File: config.mk
export PLATFORM = sky130hd
export DESIGN_NAME = sq_step_ctrl
export DESIGN_NICKNAME = d
export VERILOG_FILES = /design/src/rtl/sq_step_ctrl.sv
export SDC_FILE = /design/constraint.sdc
export NUM_CORES = 1
export LEC_CHECK = 0
export CORE_AREA = 2 2 57 59
export DETAILED_ROUTE_END_ITERATION = 8
export DIE_AREA = 0 0 59 61
export MAX_ROUTING_LAYER = met4
export PLACE_DENSITY = 0.76
export SYNTH_ARGS = -nofsm -noshare
export SYNTH_HDL_FRONTEND = slang
export SYNTH_SLANG_ARGS = --single-unit
File: constraint.sdc
create_clock -name CLK -period 7.2 [get_ports CLK]
set_input_delay 1.08 -clock CLK [delete_from_list [all_inputs] [get_ports CLK]]
set_output_delay 1.08 -clock CLK [all_outputs]
set_load 0.02 [all_outputs]
File: src/rtl/sq_step_ctrl.sv
// Step controller for the 19-bit CPU control unit: drives the sequence counter clear from the
// one-hot timing vector and sequences fetch/decode/execute/interrupt/halt phases.
module sq_step_ctrl #(
  parameter int unsigned         OP_W   = 5,
  parameter logic [OP_W-1:0]     HLT_OP = 5'h1F,
  parameter int unsigned         MAX_EX = 13
) (
  input  logic            CLK,
  input  logic            CLR_N,
  input  logic [15:0]     T,
  input  logic [OP_W-1:0] OPCODE,
  input  logic [3:0]      EXEC_LEN,
  input  logic            INT_REQ,
  input  logic            IEN,
  input  logic            RESUME,
  output logic            SC_CLR,
  output logic            FETCH_EN,
  output logic            DECODE_EN,
  output logic            EXEC_EN,
  output logic [3:0]      EXEC_STEP,
  output logic            INT_ACK,
  output logic            HALTED,
  output logic            T_ERR
);

  localparam logic [3:0] MaxEx = 4'(MAX_EX);

  typedef enum logic [2:0] {StSync, StFetch, StExec, StIntr, StHalt} state_e;

  state_e     state_q, state_d;
  logic [3:0] exp_step_q, exp_step_d;
  logic [3:0] lat_len_q, lat_len_d;
  logic       t_err_q;
  logic       wrap_q, wrap_d;
  logic       t_onehot;
  logic       step_err;
  logic [3:0] len_clamped;

  always_comb begin
    t_onehot = (T != 16'd0) && ((T & (T - 16'd1)) == 16'd0);
    // wrap_q catches a 15->0 roll that would otherwise look like a legal T0
    step_err = (state_q != StSync) && (!t_onehot || !T[exp_step_q] || wrap_q);
    if (EXEC_LEN == 4'd0) begin
      len_clamped = 4'd1;
    end else if (EXEC_LEN > MaxEx) begin
      len_clamped = MaxEx;
    end else begin
      len_clamped = EXEC_LEN;
    end
  end

  always_comb begin
    state_d   = state_q;
    lat_len_d = lat_len_q;
    SC_CLR    = 1'b0;
    FETCH_EN  = 1'b0;
    DECODE_EN = 1'b0;
    EXEC_EN   = 1'b0;
    EXEC_STEP = 4'd0;
    INT_ACK   = 1'b0;
    HALTED    = 1'b0;
    if (step_err) begin
      SC_CLR  = 1'b1;
      state_d = StFetch;
    end else begin
      unique case (state_q)
        StSync: begin
          SC_CLR  = 1'b1;
          state_d = StFetch;
        end
        StFetch: begin
          if (exp_step_q < 4'd2) begin
            FETCH_EN = 1'b1;
          end else if (exp_step_q == 4'd2) begin
            DECODE_EN = 1'b1;
            lat_len_d = len_clamped;
            if (OPCODE == HLT_OP) begin
              SC_CLR  = 1'b1;
              state_d = StHalt;
            end else begin
              state_d = StExec;
            end
          end
        end
        StExec: begin
          EXEC_EN   = 1'b1;
          EXEC_STEP = exp_step_q - 4'd3;
          if ({1'b0, exp_step_q} == 5'd2 + {1'b0, lat_len_q}) begin
            SC_CLR  = 1'b1;
            state_d = (INT_REQ && IEN) ? StIntr : StFetch;
          end
        end
        StIntr: begin
          INT_ACK = (exp_step_q == 4'd0);
          if (exp_step_q == 4'd2) begin
            SC_CLR  = 1'b1;
            state_d = StFetch;
          end
        end
        StHalt: begin
          // Clear stays high on the resume cycle so FETCH starts on a parked T0
          HALTED = 1'b1;
          SC_CLR = 1'b1;
          if (RESUME) state_d = StFetch;
        end
        default: begin
          SC_CLR  = 1'b1;
          state_d = StSync;
        end
      endcase
    end
    exp_step_d = SC_CLR ? 4'd0 : exp_step_q + 4'd1;
    wrap_d     = !SC_CLR && (exp_step_q == 4'hF);
  end

  always_ff @(posedge CLK or negedge CLR_N) begin
    if (!CLR_N) begin
      state_q    <= StSync;
      exp_step_q <= 4'd0;
      lat_len_q  <= 4'd1;
      t_err_q    <= 1'b0;
      wrap_q     <= 1'b0;
    end else begin
      state_q    <= state_d;
      exp_step_q <= exp_step_d;
      lat_len_q  <= lat_len_d;
      t_err_q    <= t_err_q | step_err;
      wrap_q     <= wrap_d;
    end
  end

  assign T_ERR = t_err_q;

endmodule

# ---- Yosys cells after proc, flatten, opt, wreduce, memory -nomap -nowiden
# Index checks and enable logic that the tools add are counted.
dict set report op_classes {
  n_lt_le_gt_ge 3
  add_sub_neg 4
  n_eq_ne 13
  mux 35
  n_mul 0
  n_shift 0
  div 0
  reduce_logical 17
  n_bitwise 4
}
# op count
set op_table {}
lappend op_table {{2-to-1 mux 3 bit} 7}
lappend op_table {{2-to-1 mux 4 bit} 5}
lappend op_table {{2-to-1 mux 1 bit} 19}
lappend op_table {{bitwise AND 16 bit} 1}
lappend op_table {{logical NOT 16 bit} 1}
lappend op_table {{nonzero test 16 bit} 1}
lappend op_table {{subtractor 16 x 1 -> 16 bit (second input constant)} 1}
lappend op_table {{!= test 3 bit (second input constant)} 5}
lappend op_table {{one-hot mux 3 bit (5 select lines)} 1}
lappend op_table {{logical NOT 4 bit} 2}
lappend op_table {{== test 3 x 2 -> 1 bit (second input constant)} 2}
lappend op_table {{adder 2 x 4 -> 5 bit (first input constant)} 1}
lappend op_table {{== test 4 x 5 -> 1 bit} 1}
lappend op_table {{== test 5 bit (second input constant)} 1}
lappend op_table {{less-than comparator 4 x 5 -> 1 bit (second input constant)} 1}
lappend op_table {{AND reduction 5 bit} 1}
lappend op_table {{adder 4 x 1 -> 4 bit (second input constant)} 1}
lappend op_table {{binary-select mux 1 bit (select 4 bit)} 1}
lappend op_table {{== test 4 x 2 -> 1 bit (second input constant)} 1}
lappend op_table {{== test 4 bit (second input constant)} 1}
lappend op_table {{> comparator 4 bit (second input constant)} 1}
lappend op_table {{logical AND 1 bit} 4}
lappend op_table {{less-than comparator 4 x 2 -> 1 bit (second input constant)} 1}
lappend op_table {{AND reduction 4 bit} 1}
lappend op_table {{other kinds (11)} 15}
dict set report totals {
  mem_bits_rw 0
  latch_bits 0
  input_bits 30
  n_memories 0
  word_cells 81
  register_bits 13
  romBits 0
  out_inout_bits 11
}

# ---- Longest topological paths before layout
dict set report depth {
  depth_word 11
  mapped_depth 8
  mapped_depth_nobuf 7
}

# ---- Worst setup path before layout
# No wires, ideal clock.
dict set report synth_path {
  path_type {input port to output port}
  startpoint {input T[1]}
  endpoint {output EXEC_STEP[3]}
  setup_slack_ns 2.573
  n_path_buf 0
  required_time_ns 6.120
  path_stages 6
  arrival_time_ns 3.547
  path_cell_list {or4_4 or3_1 o32a_1 a211oi_4 nand4_4 nor4_1}
}
dict set report synth_between {
  elab_chain_cells 9
  word_cells_on_any_way 13
  cone_classes {add/sub (1); mux (3); bitwise (1); reduce/logical (8)}
}
# element line_no
set synth_lines {}
lappend synth_lines {{start: declaration} 10} ;# input logic [15:0] T,
lappend synth_lines {{subtractor 16 x 1 -> 16 bit} 40} ;# t_onehot = (T != 16'd0) && ((T & (T - 16'd1)) == 16'd0);
lappend synth_lines {{bitwise AND 16 bit} 40}
lappend synth_lines {{logical NOT 16 bit} 40}
lappend synth_lines {{logical AND 1 bit} 40}
lappend synth_lines {{logical NOT 1 bit} 42} ;# step_err = (state_q != StSync) && (!t_onehot || !T[exp_step_q] || wrap_q);
lappend synth_lines {{logical OR 1 bit (*) (2 in series)} 42}
lappend synth_lines {{logical AND 1 bit (*)} 42}
lappend synth_lines {{2-to-1 mux 4 bit (*)} 62} ;# if (step_err) begin
lappend synth_lines {{end: declaration} 20} ;# output logic [3:0] EXEC_STEP,
# Mark *: on every way between the ends. The rest lies on a longest branch, timed or not. The select of a mux whose other input is x is not followed.

# ---- Worst setup path after layout
# Ends and elaborated chain as after synthesis.

==> impl_metrics.csv <==
group,metric,value,unit
clock_network,cts_tree,"built",
placement,io_buffers,40,
setup_path,critPathKind,"input port to output pin",
clock_network,clk_pin_slew,0.07,ns
logic_synthesis,synth_common_cells,"dfrtp_1, nor2_1, nor4_1",
logic_synthesis,synthFlopType,"dfrtp_1",
sta,timing.fmax,0.177,GHz
route,drt_iter0_drc,89,
setup_path,arrival,4.58,ns
logic_synthesis,syn_area,1290,um2
power_and_ir_drop,powerDensity,86.3,nW/um2
route,via_per_inst,5.99,
floorplan,pin_count,41,
sta,clock_skew,0.00578,ns
logic_synthesis,synth_top_area_share,23.3,%
setup_path,crit_start,"T[1]",
clock_network,ctsResizeCount,0,
setup_path,critical_path_peak_fanout,18,
sta,slew_headroom,50.1,%
sta,finalCritPeriodShare,78.7,%
layout,fin_util,58.1,%
logic_synthesis,syn_inst,144,
route,wire_per_inst,15.0,um
route,highest_layer,"met4",
placement,dp_hpwl,2380,um
sta,tns,0,ns
setup_path,end_kind,"output pin",
sta,drv_slew,0,
global_routing,grt_pass1_wl,5090,um
clock_network,htree_levels,1,
layout,fillers,270,
floorplan,fp.dieW,59,um
layout,nets,213,
logic_synthesis,avgSynthCellArea,8.96,um2
global_routing,grt_max_degree,21,
logic_synthesis,syn_nets,177,
power_and_ir_drop,switching_share,23.6,%
placement,gp_congestion,0.918,
logic_synthesis,yosysTopAreaCell,"dfrtp_1",
clock_network,clockRootBuffer,"clkbuf_4",
flow_run,maxCapViolCount,0,
route,drc,0,
route,drt-total-wl,3180,um
logic_synthesis,async_flop_share,100,%
sta,worst-slew-pin-transition,0.739,ns
status,outcome,"complete, no violations",
logic_synthesis,yosys_warnings,0,
setup_path,start_kind,"input port",
floorplan,row_count,20,
hold_path,min_from,"T_ERR",
clock_network,clockBufferDepth,2,
floorplan,initial_core_util,43.7,%
sta,period_minus_slack,5.66,ns
logic_synthesis,seq_area_frac_synth,25.3,%
sta,setup_viol,0,
hold_path,worstHoldPathType,"flip-flop to flip-flop",
floorplan,core-area,2950,um2
global_routing,overflow,0,
logic_synthesis,synth-seq-cells,13,
sta,finalHoldViolCount,0,
floorplan,die_y,61,um
power_and_ir_drop,irDropWorstVdd,0.0652,mV
logic_synthesis,synth_cell_types,51,
route,drtPass1Iterations,4,
floorplan,dieArea,3600,um2
power_and_ir_drop,internal_power,0.113,mW
layout,drive_gt1_share,11.2,%
route,wl_met2,1520,um
power_and_ir_drop,totalPowerFinal,0.148,mW
power_and_ir_drop,switchingPower,0.0350,mW
sta,rsz0062_at_grt,"no",
route,antenna_left,0,
clock_network,cts_hold_buf,0,
layout,syn_to_final_growth,33.1,%
logic_synthesis,synth_edf_count,0,
clock_network,worstSkewPairLatency,0.28,ns
global_routing,antenna_found_initial,0,
global_routing,grt_pass1_vias,1134,
logic_synthesis,synth_area_leaders,"dfrtp_1, mux2_2, mux4_2",
setup_path,worstPathRequired,6.12,ns
clock_network,cts_made_buffers,3,
clock_network,post-cts-setup-buffers,0,
route,wl_met3,244,um
power_and_ir_drop,p_leak,0.597,nW
layout,antenna_cells,0,
clock_network,cts.sinks,13,
power_and_ir_drop,power_frac_clock,30.2,%
power_and_ir_drop,seq_power_share,49.2,%
global_routing,track_usage,18.9,%
power_and_ir_drop,comb_power_share,20.6,%
route,wl_met1,1380,um
setup_path,r2r-start,"exp_step_q[1]",
route,dr_total_vias,1269,
## metal layers
metal,track usage (%),vias up
met3,4.05,5
met2,29.2,55
met1,24.9,587
li1,-,622
met5,-,-
met4,5.84,0
## critical path: stages
cell	delay (ns)
clkdlybuf4s50_1	0.48
or4_4	0.60
or3_1	0.39
o32a_1	0.33
a211oi_4	0.31
nand4_4	0.32
nor4_1	0.38
clkdlybuf4s50_1	0.67
## power by group through the flow
stage	logic [mW]	registers [mW]	clock network, mW
2_1_floorplan	0.00806	0.0744	0
3_3_place_gp	0.0294	0.0744	0
3_5_place_dp	0.0303	0.0744	0
4_1_cts	0.0306	0.0730	0.0462
6_report	0.0306	0.0730	0.0447
5_1_grt	0.0331	0.0730	0.0497
## cell families (layout without fill, tap and decap cells)
| group | count (synthesis) | count (layout) | synth area share [%] |
|---|---|---|---|
| simple gates | 66 | 66 | 34.4 |
| flops | 13 | 13 | 25.3 |
| fa+ha+maj | 4 | 4 | 3.69 |
| xor+xnor | 8 | 8 | 5.43 |
| buf+inv | 14 | 49 | 4.66 |
| compound gates | 29 | 29 | 16.4 |
| mux | 10 | 10 | 10.1 |
## cells in the final DEF, fill, tap and decap left out, types with 2 or more instances in the layout
cell              n
a21oi_1           6
nor2b_1           2
nor4_1            7
o21ai_0           5
nor4_4            2
ha_1              3
nor4b_1           4
mux2_2            4
or3_1             6
xor2_1            3
clkdlybuf4s50_1  40
dfrtp_1          12
o21a_1            2
mux2i_1           4
inv_1             5
nand2_1           5
a21boi_0          2
mux4_2            2
nor3_1            6
or4_1             2
clkbuf_4          3
xnor2_1           5
nand4b_1          2
nand4_1           2
and3_1            3
nand3_1           4
nor2_1           12
o31ai_1           2
nand2b_1          2
## through the flow
stage               instances  hold slack [ns]  cell area [um2]  worst slack [ns]
floorplan                 144            0.500             1290              2.57
global placement          208            0.454             1690              1.66
detailed placement        208            0.460             1690              1.56
CTS                       212            0.482             1720              1.55
global route              212            0.498             1720              1.42
finish                    212            0.471             1720              1.54
## area by class of cell
cell class / count / area [um2] / area share, %
Sequential cell: 13 / 327 / 19.0
Timing Repair Buffer: 40 / 400 / 23.3
Tap cell: 33 / 41.3 / 2.41
Multi-Input combinational cell: 117 / 903 / 52.6
Inverter: 5 / 18.8 / 1.09
Clock buffer: 4 / 26.3 / 1.53
## state kept, by name (all words and copies together) (netlist names)
signal and count:
T_ERR 1, exp_step_q 4, lat_len_q 4, state_q 3
wrap_q 1
## worst paths after layout
check                               endpoint  slack [ns]  cells past startpoint
worst max-delay path            EXEC_STEP[3]        1.54                      8
worst min-delay path                   T_ERR        0.47                      1
worst max register to register  lat_len_q[3]        4.72                      6
worst min register to register         T_ERR        0.47                      1
max in group asynchronous       lat_len_q[3]        5.63                      1
min in group asynchronous         state_q[2]        1.18                      1
(Power assumes the default switching activity.)
